===== config.mk =====
export PLATFORM = sky130hd
export DESIGN_NAME = board_ctl_flat
export DESIGN_NICKNAME = d
export VERILOG_FILES = /design/src/rtl/board_ctl_if.sv /design/src/rtl/board_ctl.sv /design/src/flat_wrapper.sv
export SDC_FILE = /design/constraint.sdc
export NUM_CORES = 1
export LEC_CHECK = 0
export CAP_MARGIN = 15
export CORE_MARGIN = 2
export CORE_UTILIZATION = 45
export CTS_BUF_LIST = sky130_fd_sc_hd__clkbuf_2
export DETAILED_ROUTE_END_ITERATION = 7
export MAX_ROUTING_LAYER = met4
export PLACE_DENSITY = 0.74
export SYNTH_ARGS = -nofsm -noshare
export SYNTH_HDL_FRONTEND = slang
export SYNTH_SLANG_ARGS = --single-unit

===== constraint.sdc =====
create_clock -name clk -period 3.2 [get_ports clk]
set_input_delay 0.48 -clock clk [delete_from_list [all_inputs] [get_ports clk]]
set_output_delay 0.48 -clock clk [all_outputs]
set_load 0.01 [all_outputs]

===== src/rtl/board_ctl_if.sv =====
// board_ctl_if: board-side pins of board_ctl (btn_n/led_in in, btn/btn_press/core_reset/led out)
interface board_ctl_if #(
   parameter int NBTN = 1,
   parameter int NLED = 8
);
   logic [NBTN-1:0] btn_n;
   logic [NBTN-1:0] btn;
   logic [NBTN-1:0] btn_press;
   logic            core_reset;
   logic [NLED-1:0] led_in;
   logic [NLED-1:0] led;
   modport master (output btn_n, led_in, input btn, btn_press, core_reset, led);
   modport slave (input btn_n, led_in, output btn, btn_press, core_reset, led);
endinterface


===== src/rtl/board_ctl.sv =====
// board_ctl: button debounce, stretched core reset and heartbeat LEDs; ports clk, reset (async), io (btn_n/led_in in; btn/btn_press/core_reset/led out)
module board_ctl #(
   parameter int BOARD_CK     = 32000000,
   parameter int NBTN         = 1,
   parameter int RST_BTN      = 0,
   parameter int DEBOUNCE_CYC = BOARD_CK / 100,
   parameter int RST_HOLD_CYC = 16,
   parameter int HB_HALF      = BOARD_CK / 2,
   parameter int NLED         = 8
) (
   input logic        clk,
   input logic        reset,
   board_ctl_if.slave io
);
   localparam int DW = $clog2(DEBOUNCE_CYC);
   localparam int RW = $clog2(RST_HOLD_CYC + 1);
   localparam int HW = HB_HALF > 1 ? $clog2(HB_HALF) : 1;
   localparam logic [DW-1:0] DB_LAST = DW'(DEBOUNCE_CYC - 1);
   localparam logic [RW-1:0] HOLD_LAST = RW'(RST_HOLD_CYC - 1);
   localparam logic [HW-1:0] HB_LAST = HW'(HB_HALF - 1);
   typedef enum logic {HOLD, RUN} state_t;
   state_t                  state_q, state_d;
   logic [NBTN-1:0]         sync1_q, sync2_q, s;
   logic [NBTN-1:0]         btn_q, btn_d, press_q, press_d;
   logic [NBTN-1:0][DW-1:0] db_cnt_q, db_cnt_d;
   logic [RW-1:0]           hold_cnt_q, hold_cnt_d;
   logic                    core_reset_q, core_reset_d;
   logic [HW-1:0]           hb_cnt_q, hb_cnt_d;
   logic                    hb_q, hb_d;
   logic [NLED-1:0]         led_q, led_d;
   assign s = ~sync2_q;
   // any sample agreeing with btn restarts the count, so only a run of DEBOUNCE_CYC disagreeing samples flips btn
   always_comb begin
      btn_d = btn_q;
      db_cnt_d = db_cnt_q;
      for (int i = 0; i < NBTN; i++) begin
         db_cnt_d[i] = (s[i] == btn_q[i] || db_cnt_q[i] == DB_LAST) ? '0 : db_cnt_q[i] + DW'(1);
         btn_d[i] = (s[i] != btn_q[i] && db_cnt_q[i] == DB_LAST) ? s[i] : btn_q[i];
      end
      press_d = btn_d & ~btn_q;
   end
   // a held reset button pins the FSM in HOLD with the stretch counter cleared
   always_comb begin
      state_d = state_q;
      hold_cnt_d = hold_cnt_q;
      core_reset_d = core_reset_q;
      if (btn_q[RST_BTN]) begin
         state_d = HOLD;
         hold_cnt_d = '0;
         core_reset_d = 1'b1;
      end else if (state_q == HOLD) begin
         hold_cnt_d = hold_cnt_q == HOLD_LAST ? '0 : hold_cnt_q + RW'(1);
         state_d = hold_cnt_q == HOLD_LAST ? RUN : HOLD;
         core_reset_d = hold_cnt_q != HOLD_LAST;
      end
   end
   always_comb begin
      hb_cnt_d = hb_cnt_q == HB_LAST ? '0 : hb_cnt_q + HW'(1);
      hb_d = hb_q ^ (hb_cnt_q == HB_LAST);
      led_d = core_reset_q ? {NLED{hb_q}} : io.led_in;
   end
   always_ff @(posedge clk or posedge reset) begin
      if (reset) begin
         sync1_q <= '1;
         sync2_q <= '1;
         btn_q <= '0;
         press_q <= '0;
         db_cnt_q <= '0;
         state_q <= HOLD;
         hold_cnt_q <= '0;
         core_reset_q <= 1'b1;
         hb_cnt_q <= '0;
         hb_q <= 1'b0;
         led_q <= '0;
      end else begin
         sync1_q <= io.btn_n;
         sync2_q <= sync1_q;
         btn_q <= btn_d;
         press_q <= press_d;
         db_cnt_q <= db_cnt_d;
         state_q <= state_d;
         hold_cnt_q <= hold_cnt_d;
         core_reset_q <= core_reset_d;
         hb_cnt_q <= hb_cnt_d;
         hb_q <= hb_d;
         led_q <= led_d;
      end
   end
   assign io.btn = btn_q;
   assign io.btn_press = press_q;
   assign io.core_reset = core_reset_q;
   assign io.led = led_q;
endmodule


===== src/flat_wrapper.sv =====
// flat-port wrapper written by rule: the top's interface ports become plain ports
module board_ctl_flat 
#(
   parameter int BOARD_CK     = 32000000,
   parameter int NBTN         = 1,
   parameter int RST_BTN      = 0,
   parameter int DEBOUNCE_CYC = BOARD_CK / 100,
   parameter int RST_HOLD_CYC = 16,
   parameter int HB_HALF      = BOARD_CK / 2,
   parameter int NLED         = 8
)
  (clk, reset, io_btn_n, io_led_in, io_btn, io_btn_press, io_core_reset, io_led);
  board_ctl_if #(.NBTN(NBTN), .NLED(NLED)) io_i ();
  input logic clk;
  input logic reset;
  input wire logic [$bits(io_i.btn_n)-1:0] io_btn_n;
  input wire logic [$bits(io_i.led_in)-1:0] io_led_in;
  output wire logic [$bits(io_i.btn)-1:0] io_btn;
  output wire logic [$bits(io_i.btn_press)-1:0] io_btn_press;
  output wire logic [$bits(io_i.core_reset)-1:0] io_core_reset;
  output wire logic [$bits(io_i.led)-1:0] io_led;
  assign io_i.btn_n = io_btn_n;
  assign io_i.led_in = io_led_in;
  assign io_btn = io_i.btn;
  assign io_btn_press = io_i.btn_press;
  assign io_core_reset = io_i.core_reset;
  assign io_led = io_i.led;
  board_ctl #(.BOARD_CK(BOARD_CK), .NBTN(NBTN), .RST_BTN(RST_BTN), .DEBOUNCE_CYC(DEBOUNCE_CYC), .RST_HOLD_CYC(RST_HOLD_CYC), .HB_HALF(HB_HALF), .NLED(NLED)) u_core (.clk(clk), .reset(reset), .io(io_i));
endmodule

==> results of run 1 <==
metrics by stage:
| step | cells | setup slack, ns |
|---|---|---|
| 2_1_floorplan | 283 | 1.155 |
| 3_3_place_gp | 374 | 1.146 |
| 3_5_place_dp | 374 | 1.043 |
| 4_1_cts | 390 | 0.9606 |
| 5_1_grt | 390 | 0.8120 |
| 6_report | 390 | 0.9847 |
area by class of cell:
type / instances / area (um2)
fillers: 584 / 3024
flip-flops and latches: 63 / 1580
multi-input cells: 200 / 1256
repair buffers: 22 / 217.7
well taps: 77 / 96.34
clock inverters: 7 / 48.80
clock buffers: 9 / 45.04
inverters: 12 / 45.04
power groups by stage:
stage	Combinational, mW	Sequential [mW]	Clock, mW
after CTS	0.0569	0.813	0.428
after global placement	0.0556	0.826	0
after global routing	0.0626	0.814	0.463
after floorplan	0.0236	0.828	0
final	0.0549	0.813	0.415
after detailed placement	0.0564	0.827	0
flip-flops by register name, summed over array words and instances (netlist names):
signal                cells
u_core.io.core_reset      1
u_core.hb_q               1
u_core.hold_cnt_q         5
u_core.state_q            1
u_core.hb_cnt_q          24
u_core.io.led             8
u_core.io.btn_press       1
u_core.db_cnt_q          19
u_core.io.btn             1
u_core.sync1_q            1
u_core.sync2_q            1
kinds of logic (layout without fill, tap and decap cells):
family	Yosys count	in the layout	share of synthesized area
adders and majority gates	3	3	0.01288
DFF	63	63	0.5421
AOI/OAI and AO/OA	34	34	0.06781
muxes	4	4	0.01373
and+or+nand+nor	128	128	0.2434
xor gates and xnor gates	31	31	0.09313
buffers and inverters	20	50	0.02704
routing by layer:
layer,share of wire,wire [um],GRT usage
met1,0.48,2556,0.2160
met2,0.46,2419,0.2505
met3,0.045,236,0.04130
met4,0.016,86,0.07359
met5,0,0,-
cells in the final DEF, fill, tap and decap left out, types with 2 or more instances in the layout:
cell,Yosys,layout
sky130_fd_sc_hd__dfstp_2,3,3
sky130_fd_sc_hd__and3_1,6,6
sky130_fd_sc_hd__nor4_1,6,6
sky130_fd_sc_hd__clkinv_2,0,3
sky130_fd_sc_hd__or3_1,7,7
sky130_fd_sc_hd__nand3_2,2,2
sky130_fd_sc_hd__and4_1,3,3
sky130_fd_sc_hd__nand3_1,18,18
sky130_fd_sc_hd__inv_1,12,11
sky130_fd_sc_hd__nor3_1,9,9
sky130_fd_sc_hd__clkdlybuf4s50_1,0,21
sky130_fd_sc_hd__clkbuf_2,1,9
sky130_fd_sc_hd__a21oi_1,8,8
sky130_fd_sc_hd__a31oi_1,3,3
sky130_fd_sc_hd__xor2_1,11,11
sky130_fd_sc_hd__o21ai_0,17,17
sky130_fd_sc_hd__and4b_1,2,2
sky130_fd_sc_hd__and2_1,2,2
sky130_fd_sc_hd__a41oi_1,2,2
sky130_fd_sc_hd__mux2i_1,4,4
sky130_fd_sc_hd__nand2_1,17,17
sky130_fd_sc_hd__xnor2_1,20,20
sky130_fd_sc_hd__clkinv_4,0,2
sky130_fd_sc_hd__nor4b_1,4,4
sky130_fd_sc_hd__nor2_1,30,30
sky130_fd_sc_hd__ha_1,3,3
sky130_fd_sc_hd__dfrtp_1,60,60
sky130_fd_sc_hd__nand4_1,15,15
sky130_fd_sc_hd__nor2b_1,2,2
how the worst min path moves through the flow:
stage / startpoint / end / slack [ns] / cells past startpoint
2_1_floorplan: u_core.sync1_q$_DFF_PP1_ / u_core.sync2_q$_DFF_PP1_ / 0.35 / 0
3_3_place_gp: u_core.sync1_q$_DFF_PP1_ / u_core.sync2_q$_DFF_PP1_ / 0.35 / 0
3_5_place_dp: u_core.sync1_q$_DFF_PP1_ / u_core.sync2_q$_DFF_PP1_ / 0.35 / 0
4_1_cts: u_core.sync1_q$_DFF_PP1_ / u_core.sync2_q$_DFF_PP1_ / 0.34 / 0
5_1_grt: u_core.sync1_q$_DFF_PP1_ / u_core.sync2_q$_DFF_PP1_ / 0.34 / 0
6_report: u_core.sync1_q$_DFF_PP1_ / u_core.sync2_q$_DFF_PP1_ / 0.34 / 0
==> PnR_summary.wiki, run 1 <==
{| class="wikitable"
! Metric !! Value
|-
| Outcome || finished clean
|-
| Sequence of cells on the critical path || clkdlybuf4s50_1
|-
| Global-route wire length before repair || between 9 and 10 mm
|-
| Worst reg2reg path startpoint || u_core.db_cnt_q[12]$_DFF_PP0_
|-
| I/O pin cnt || 22
|-
| Worst IR Drop VDD || 0.2023 mV
|-
| Clk_skew || 0.02603 ns
|-
| Internal Pwr Total || 936.1 uW
|-
| Slew at the pin closest to its max-slew limit || ~0.77 ns
|-
| Worst slew margin relative to its limit || 0.4879
|-
| Hold Crit Class || reg -> reg
|-
| Area fraction of the dominant cell type after synthesis || 0.5150
|-
| Leakage power figure || about 1.4 nW
|-
| Synth-to-Final Area Change || 12.83%
|-
| Synth async-reset ratio || 1.000
|-
| Number of cells on the critical path || 1
|-
| Number of enable-type register cells in the synthesized netlist || 0
|-
| Cell family with most CP delay || flip-flops
|-
| Number of buffers created by CTS || 9
|-
| Avg Inst Size Synth || 10.30 um2
|-
| Die outline width || about 84 um
|-
| Worst setup path end || io_core_reset
|-
| DRC Markers || 0
|-
| Count of distinct cell types in the synthesized netlist || 37
|-
| Timing startpoint of the critical path || u_core.io.core_reset$_DFFE_PP1P_
|-
| Count of yosys warnings during synthesis || 0
|-
| Core utilization of the finished layout || 0.5210
|-
| Slack of the worst reg-to-reg path || 1.01 ns
|-
| Fin crit share || 0.6923
|-
| Combinational cell fraction of total power || 0.043
|-
| Crit. End Element || primary output
|-
| Capture instance of the worst register-to-register path || u_core.db_cnt_q[18]$_DFF_PP0_
|-
| Crit path largest cell delay || approximately 0.66 ns
|-
| Post-CTS repair timing setup buffer count || 0
|-
| Worst skew pair latency || 0.51 ns
|-
| Commonest cells in the synthesized netlist || sky130_fd_sc_hd__dfrtp_1, sky130_fd_sc_hd__nor2_1, sky130_fd_sc_hd__xnor2_1, sky130_fd_sc_hd__nand3_1
|-
| All-Layer GR Usage || 0.1672
|-
| Pin count of the biggest net entering global routing || between 60 and 70
|-
| Count of maximum capacitance violations || 0
|-
| Clock-pin slew on the worst setup and hold paths || approximately 0.20 ns
|-
| Largest fanout on the critical path || 11
|-
| ANT nets after route || 0
|-
| Proportion of power drawn by flip-flops and latches || 0.634
|-
| Die Height || approximately 84 um
|-
| Number of standard-cell rows in the floorplan || 29
|-
| Design Power || 1.282 mW
|-
| Fraction of the yosys area taken by sequential cells || 0.5421
|-
| Avg WL per Cell || 13.59 um
|-
| Hold_ws || between 0.3 and 0.4 ns
|-
| Post-cts resize count || 0
|-
| Via count || roughly 2200
|-
| Avg Vias per Cell || 5.513
|-
| Endpoints failing hold || 0
|-
| Number of levels in the clock H-tree || 3
|-
| Fin nets || about 320
|-
| Clock Sinks || 63
|-
| Number of detailed-routing iterations run before antenna repair || 4
|-
| Biggest area consumer among synthesized cells || sky130_fd_sc_hd__dfrtp_1
|-
| Core box area || 0.006314 mm2
|-
| Share of total power consumed by net switching || 0.2700
|-
| Library cell used as clock root buffer || sky130_fd_sc_hd__clkbuf_2
|-
| Worst EP arrival || 1.74 ns
|-
| Vias in the first global route || 2044
|-
| Maximum buffer depth of the clock tree || 2
|-
| Psw || 346.2 uW
|-
| Routability-driven placement congestion ratio || 0.8636
|-
| Cell type of the slowest stage on the worst timing path || sky130_fd_sc_hd__dfstp_2
|-
| Number of instances in the synthesized netlist || 283
|-
| Worst-case reg-to-reg path depth || 4
|-
| TritonCTS clock tree || done
|-
| Die Outline Area || 0.007139 mm2
|-
| Count of input and output buffers || 21
|-
| Final number of max-transition violations || 0
|-
| Setup repair after global routing missed its margin || false
|-
| Cell with the most instances after synthesis || sky130_fd_sc_hd__dfrtp_1
|-
| Cell types with the largest area share after synthesis || sky130_fd_sc_hd__dfrtp_1, sky130_fd_sc_hd__xnor2_1, sky130_fd_sc_hd__nor2_1, sky130_fd_sc_hd__xor2_1, sky130_fd_sc_hd__nand4_1
|-
| Count of routing violations after the opening detailed-route iteration || about 150
|-
| Post-synthesis sequential element count || 63
|-
| Antenna diode instance count || 0
|-
| Startpoint type of the worst setup path || flop
|-
| Total routed wirelength || 5.299 mm
|-
| Summed instance area of the synthesized netlist || 0.002915 mm2
|-
| PD cells || 389.8 mW/mm2
|-
| Initial antenna violation count || 0
|-
| Placed standard-cell area || 0.003196 mm2
|-
| CP Class || reg -> out
|-
| Number of buffers and inverters on the critical path || 1
|-
| Cell area after layout || 0.003289 mm2
|-
| Data required time at the worst endpoint || 2.72 ns
|-
| Maximum frequency from static timing analysis || between 0.4 and 0.5 GHz
|-
| Final total negative setup slack || 0 ns
|-
| Number of buffers inserted by hold repair at cts || 0
|-
| Initial Utilization || 0.4618
|-
| Syn_nets || 297
|-
| Clock Power Share || 0.324
|-
| Most used flip-flop cell after synthesis || sky130_fd_sc_hd__dfrtp_1
|-
| HPWL after detailed placement || 3.540 mm
|-
| Share of post-route cells with drive strength above 1 || 0.09265
|-
| Final-report setup violation count || 0
|-
| Period minus WS final || around 2.2 ns
|-
| Total grt overflow || 0
|}
Note: power is estimated with default switching activity, not from simulation.
==> inputs of run 2 (changes only) <==
==> constraint.sdc (replaced) <==
create_clock -name clk -period 2.1 [get_ports clk]
set_input_delay 0.315 -clock clk [delete_from_list [all_inputs] [get_ports clk]]
set_output_delay 0.315 -clock clk [all_outputs]
set_load 0.01 [all_outputs]
==> run 2 against run 1 <==
Net effect: final area rose by 5.2%; cell count up 2.1%; global-route usage grew 0.59 points; first-iteration DRC count shrank 22%; via count rose by 0.33%; clock power rose to 2.7 times the previous value; clock skew shrank 0.0020 ns; wire length is 4.8% higher; sequential cell count stayed put; worst hold slack got worse by 0.18 ns; critical endpoint is now u_core.hb_cnt_q[22]$_DFF_PP0_.
==> PnR_summary.wiki, run 2 (synthesis gave the netlist of run 1 again) <==
{| class="wikitable"
! Metric !! Value
|-
| ANT nets after route || 0
|-
| Sequence of cells on the critical path || ha_1 -> nand3_2 -> or4_4 -> or3_1 -> a21oi_1
|-
| Worst setup path end || u_core.hb_cnt_q[22]$_DFF_PP0_
|-
| Psw || 514.1 uW
|-
| Final instance count without filler cells || ~400
|-
| Internal Pwr Total || approximately 1.9 mW
|-
| Slew at the pin closest to its max-slew limit || ~0.52 ns
|-
| Worst reg2reg path startpoint || u_core.hb_cnt_q[0]$_DFF_PP0_
|-
| Core box area || 0.006314 mm2
|-
| Startpoint type of the worst setup path || flop
|-
| Cell count after placement || 378
|-
| Maximum frequency from static timing analysis || 0.5116 GHz
|-
| Proportion of power drawn by flip-flops and latches || 0.511
|-
| Clk_skew || 0.02400 ns
|-
| Pre-CTS worst setup slack || about 0.20 ns
|-
| Maximum buffer depth of the clock tree || 2
|-
| Initial antenna violation count || 0
|-
| Number of standard-cell rows in the floorplan || 29
|-
| Worst skew pair latency || about 0.5 ns
|-
| Number of levels in the clock H-tree || 3
|-
| Worst-case reg-to-reg path depth || 5
|-
| Sequential standard cell area || 0.001582 mm2
|-
| Vias in the first global route || 2144
|-
| Data required time at the worst endpoint || 2.53 ns
|-
| Crit path largest cell delay || about 0.57 ns
|-
| Share of total power consumed by net switching || 0.2120
|-
| Total routed wirelength || 5.553 mm
|-
| Die Height || 84.49 um
|-
| Timing startpoint of the critical path || u_core.hb_cnt_q[0]$_DFF_PP0_
|-
| Capture instance of the worst register-to-register path || u_core.hb_cnt_q[22]$_DFF_PP0_
|-
| Clock Power Share || 0.452
|-
| PD cells || between 700 and 800 mW/mm2
|-
| Count of input and output buffers || 21
|-
| Number of buffers created by CTS || 9
|-
| Pin count of the biggest net entering global routing || 64
|-
| Die Outline Area || 0.007139 mm2
|-
| Cell type of the slowest stage on the worst timing path || sky130_fd_sc_hd__or4_4
|-
| Count of routing violations after the opening detailed-route iteration || 114
|-
| Die outline width || 84.49 um
|-
| Hold Crit Class || in -> async
|-
| Setup repair after global routing missed its margin || false
|-
| Number of detailed-routing iterations run before antenna repair || 4
|-
| Initial Utilization || 0.4618
|-
| Fin nets || 330
|-
| I/O pin cnt || 22
|-
| Fill cell count || 546
|-
| Library cell used as clock root buffer || sky130_fd_sc_hd__clkbuf_2
|-
| Clock-pin slew on the worst setup and hold paths || 0.20 ns
|-
| Crit path setup slack, layout || 0.1453 ns
|-
| CP Class || reg -> reg
|-
| Worst IR Drop VDD || 0.6250 mV
|-
| TritonCTS clock tree || done
|-
| Synth-to-Final Area Change || 18.76%
|-
| Leakage power figure || 1.493 nW
|-
| DRC Markers || 0
|-
| Multi-input logic area || 0.001256 mm2
|-
| Crit. End Element || flop
|-
| Endpoints failing hold || 0
|-
| Routability-driven placement congestion ratio || 0.8911
|-
| HPWL after detailed placement || 3.730 mm
|-
| Avg WL per Cell || approximately 14 um
|-
| Worst EP arrival || 2.38 ns
|-
| Register bank with the most flops || u_core.hb_cnt_q
|-
| Worst slew margin relative to its limit || 0.6485
|-
| Count of maximum capacitance violations || 0
|-
| All-Layer GR Usage || 0.1731
|-
| Final number of max-transition violations || 0
|-
| Outcome || finished clean
|-
| Fin crit share || 0.9308
|-
| Largest fanout on the critical path || 5
|-
| Antenna diode instance count || 0
|-
| Total grt overflow || 0
|-
| Most common cell after layout, fill and taps aside || sky130_fd_sc_hd__dfrtp_1
|-
| Slack of the worst reg-to-reg path || 0.15 ns
|-
| Highest-count cells in the layout ignoring fill and taps || sky130_fd_sc_hd__dfrtp_1, sky130_fd_sc_hd__nor2_1, sky130_fd_sc_hd__xnor2_1, sky130_fd_sc_hd__clkdlybuf4s50_1, sky130_fd_sc_hd__nand3_1
|-
| Final-report setup violation count || 0
|-
| Global-route wire length before repair || 9.611 mm
|-
| Max FFs per register || 24
|-
| Period minus WS final || 1.955 ns
|-
| Final total negative setup slack || 0 ns
|-
| Avg Vias per Cell || 5.420
|-
| Share of post-route cells with drive strength above 1 || 0.1184
|-
| Combinational cell fraction of total power || 0.037
|-
| Via count || 2157
|-
| Clock Sinks || 63
|}
[run 2: cell types whose count changed in the layout (fill, tap and decap cells not counted), sizes merged]
cell / delta
clkdlybuf4s50: -1
bufinv: +4
buf: +8
dlymetal6s2s: +1
clkinv: -3
inv: -1
[run 2: power by group through the flow]
stage	Sequential (mW)	Combinational (mW)	Clock (mW)
after floorplan	1.26	0.0359	0
after global placement	1.26	0.0911	0
after detailed placement	1.26	0.0928	0
after CTS	1.24	0.0928	1.12
after global routing	1.24	0.101	1.19
final	1.24	0.0904	1.10
[run 2: final cells by class]
class | count | share of cell area
Sequential cell | 63 | 0.4568
Multi-Input combinational cell | 200 | 0.3628
Clock buffer | 9 | 0.01301
Tap cell | 77 | 0.02783
Clock inverter | 7 | 0.04192
Inverter | 12 | 0.01301
Timing Repair Buffer | 30 | 0.08457
[run 2: what timing repair did]
action | in CTS | in global routing
hold buffers | 0 | 0
resized for setup | 0 | 2
buffers inserted | 0 | 4
setup endpoints to repair | 0 | 2
[run 2: worst min path at each step]
stage | to | slack (ns) | cells after the start
CTS | u_core.hb_q$_DFF_PP0_ | 0.15 | 3
global placement | u_core.sync2_q$_DFF_PP1_ | 0.35 | 0
detailed placement | u_core.sync2_q$_DFF_PP1_ | 0.35 | 0
global route | u_core.io.led[5]$_DFF_PP0_ | 0.16 | 3
finish | u_core.state_q$_DFF_PP0_ | 0.16 | 3
floorplan | u_core.sync1_q$_DFF_PP1_ | 0.32 | 0
[run 2: through the flow]
stage / util / area [um2] / total power [mW] / hold WS [ns]
2_1_floorplan: - / 2915 / 1.298 / 0.3195
3_3_place_gp: 0.5129 / 3238 / 1.351 / 0.3464
3_5_place_dp: 0.5129 / 3238 / 1.353 / 0.3472
4_1_cts: 0.5430 / 3428 / 2.456 / 0.1543
5_1_grt: 0.5484 / 3462 / 2.529 / 0.1605
6_report: 0.5484 / 3462 / 2.425 / 0.1627
[run 2: layer usage]
layer / global-route usage / share of wire / wire length, um
met5: - / 0 / 0
met4: 0.05195 / 0.010 / 57
met3: 0.05605 / 0.033 / 183
met2: 0.2656 / 0.47 / 2620
met1: 0.2202 / 0.48 / 2692
[run 2: worst max-delay path, delay by kind of cell, from the launching register on]
family / cells / cell delay, ns
flops: 1 / 0.41
simple gates: 3 / 1.06
compound gates: 1 / 0.16
fa+ha+maj: 1 / 0.27
==> inputs of run 3 (changes only) <==
--- a/config.mk
+++ b/config.mk
@@ -6,12 +6,13 @@
 export NUM_CORES = 1
 export LEC_CHECK = 0
 export CAP_MARGIN = 15
-export CORE_MARGIN = 2
-export CORE_UTILIZATION = 45
+export CORE_MARGIN = 4
+export CORE_UTILIZATION = 49
 export CTS_BUF_LIST = sky130_fd_sc_hd__clkbuf_2
 export DETAILED_ROUTE_END_ITERATION = 7
 export MAX_ROUTING_LAYER = met4
-export PLACE_DENSITY = 0.74
+export PLACE_DENSITY = 0.79
+export SKIP_LAST_GASP = 1
 export SYNTH_ARGS = -nofsm -noshare
 export SYNTH_HDL_FRONTEND = slang
 export SYNTH_SLANG_ARGS = --single-unit
==> run 3 against run 2 <==
Net effect: global-route usage fell by 0.57 points; highest routed layer unchanged; critical path depth fell by 4; power fell by 22%; largest power group unchanged; clock power fell by 49%; first-iteration DRC count rose by 27%; worst hold slack improved by 0.056 ns; critical endpoint is now io_core_reset; utilization rose by 4.0 points; maximum frequency fell by 1.6%.
==> PnR_summary.wiki, run 3 (synthesis gave the netlist of run 1 again) <==
{| class="wikitable"
! Metric !! Value
|-
| Worst reg2reg path startpoint || u_core.hb_cnt_q[0]$_DFF_PP0_
|-
| Hold_ws || between 0.2 and 0.25 ns
|-
| Sequential standard cell area || 0.001580 mm2
|-
| Design Power || 1.889 mW
|-
| Highest-count cells in the layout ignoring fill and taps || sky130_fd_sc_hd__dfrtp_1, sky130_fd_sc_hd__nor2_1, sky130_fd_sc_hd__clkdlybuf4s50_1
|-
| Worst slew margin relative to its limit || 0.6312
|-
| Sequence of cells on the critical path || clkdlybuf4s50_1
|-
| Die Outline Area || 0.007248 mm2
|-
| Avg Vias per Cell || ~5.5
|-
| Setup repair after global routing missed its margin || false
|-
| Slew at the pin closest to its max-slew limit || 0.5455 ns
|-
| Cell area after layout || approximately 0.0033 mm2
|-
| Clk_skew || roughly 0.02 ns
|-
| Die outline width || 85.14 um
|-
| Cell family with most CP delay || flip-flops
|-
| Count of routing violations after the opening detailed-route iteration || 145
|-
| Multi-input logic area || 0.001256 mm2
|-
| HPWL after detailed placement || 3.713 mm
|-
| Clock-pin slew on the worst setup and hold paths || 0.17 ns
|-
| Fin crit share || 0.9456
|-
| PD cells || 569.4 mW/mm2
|-
| Number of detailed-routing iterations run before antenna repair || 4
|-
| Cell count after placement || 374
|-
| Timing startpoint of the critical path || u_core.io.core_reset$_DFFE_PP1P_
|-
| Count of input and output buffers || 21
|-
| DRC Markers || 0
|-
| Antenna diode instance count || 0
|-
| Register bank with the most flops || u_core.hb_cnt_q
|-
| Placed standard-cell area || 0.003239 mm2
|-
| Worst skew pair latency || 0.46 ns
|-
| ANT nets after route || 0
|-
| Number of levels in the clock H-tree || 3
|-
| Library cell used as clock root buffer || sky130_fd_sc_hd__clkbuf_2
|-
| Total grt overflow || 0
|-
| Synth-to-Final Area Change || 13.78%
|-
| Routability-driven placement congestion ratio || 0.8362
|-
| Final total negative setup slack || 0 ns
|-
| Die Height || approximately 85 um
|-
| Fin nets || around 330
|-
| Largest fanout on the critical path || 11
|-
| Crit path setup slack, layout || around 0.11 ns
|-
| Number of buffers inserted by hold repair at cts || 0
|-
| Maximum frequency from static timing analysis || between 0.5 and 0.6 GHz
|-
| Worst IR Drop VDD || 0.3116 mV
|-
| Data required time at the worst endpoint || 1.78 ns
|-
| Worst EP arrival || 1.67 ns
|-
| Share of post-route cells with drive strength above 1 || 0.1006
|-
| Count of maximum capacitance violations || 0
|-
| Cell type of the slowest stage on the worst timing path || sky130_fd_sc_hd__dfstp_2
|-
| Startpoint type of the worst setup path || flop
|-
| Post-cts resize count || 0
|-
| Final instance count without filler cells || 390
|-
| Final-report setup violation count || 0
|-
| Initial Utilization || 0.5167
|-
| CP Class || reg -> out
|-
| Pin count of the biggest net entering global routing || 64
|-
| Most common cell after layout, fill and taps aside || sky130_fd_sc_hd__dfrtp_1
|-
| Total routed wirelength || ~5.3 mm
|-
| Endpoints failing hold || 0
|-
| All-Layer GR Usage || 0.1674
|-
| Via count || about 2100
|-
| I/O pin cnt || 22
|-
| Number of buffers created by CTS || 9
|-
| Hold Crit Class || in -> async
|-
| Leakage power figure || between 1 and 1.5 nW
|-
| Initial antenna violation count || 0
|-
| Maximum buffer depth of the clock tree || 2
|-
| Core box area || 0.005642 mm2
|-
| Avg WL per Cell || 13.58 um
|-
| Final number of max-transition violations || 0
|-
| Clock Sinks || 63
|-
| Core utilization of the finished layout || 0.5879
|-
| Post-CTS repair timing setup buffer count || 0
|-
| Vias in the first global route || 2057
|-
| Period minus WS final || 1.986 ns
|-
| Outcome || finished clean
|-
| Pre-CTS worst setup slack || 0.1803 ns
|-
| Number of standard-cell rows in the floorplan || 27
|-
| TritonCTS clock tree || done
|-
| Crit path largest cell delay || 0.65 ns
|-
| Fill cell count || 477
|-
| Crit. End Element || primary output
|-
| Number of buffers and inverters on the critical path || 1
|-
| Global-route wire length before repair || 9.556 mm
|-
| Max FFs per register || 24
|}
run 3: layout make-up:
class,count,share of cell area
tap,72,0.02716
clock inverter,3,0.003772
clock buffer,13,0.01962
sequential,63,0.4764
multi-input combinational,200,0.3787
timing repair buffer,27,0.08072
inverter,12,0.01358
run 3: report_power, final:
group	switching, mW	internal, mW
sequential	0.00743	1.23
clock	0.394	0.168
combinational	0.0454	0.0442
total	0.447	1.44
run 3: tightest hold or removal path, delay by kind of cell:
family | cells | cell delay [ns]
buffers and inverters | 3 | 0.77
run 3: final timing paths:
path	depth (start not counted)	slack [ns]	endpoint
max in group asynchronous	3	1.56	u_core.sync2_q$_DFF_PP1_
worst min register to register	0	0.37	u_core.sync2_q$_DFF_PP1_
worst max-delay path	1	0.11	io_core_reset
worst max register to register	5	0.15	u_core.hb_cnt_q[22]$_DFF_PP0_
min in group clk	1	0.26	u_core.sync1_q$_DFF_PP1_
worst min-delay path	3	0.22	u_core.io.led[1]$_DFF_PP0_
run 3: layer usage:
layer,share of wire,vias to the layer above,GRT usage
met5,0,-,-
met4,0.021,0,0.07482
met3,0.037,11,0.03107
met2,0.45,37,0.2465
met1,0.49,1028,0.2256
li1,-,1065,-
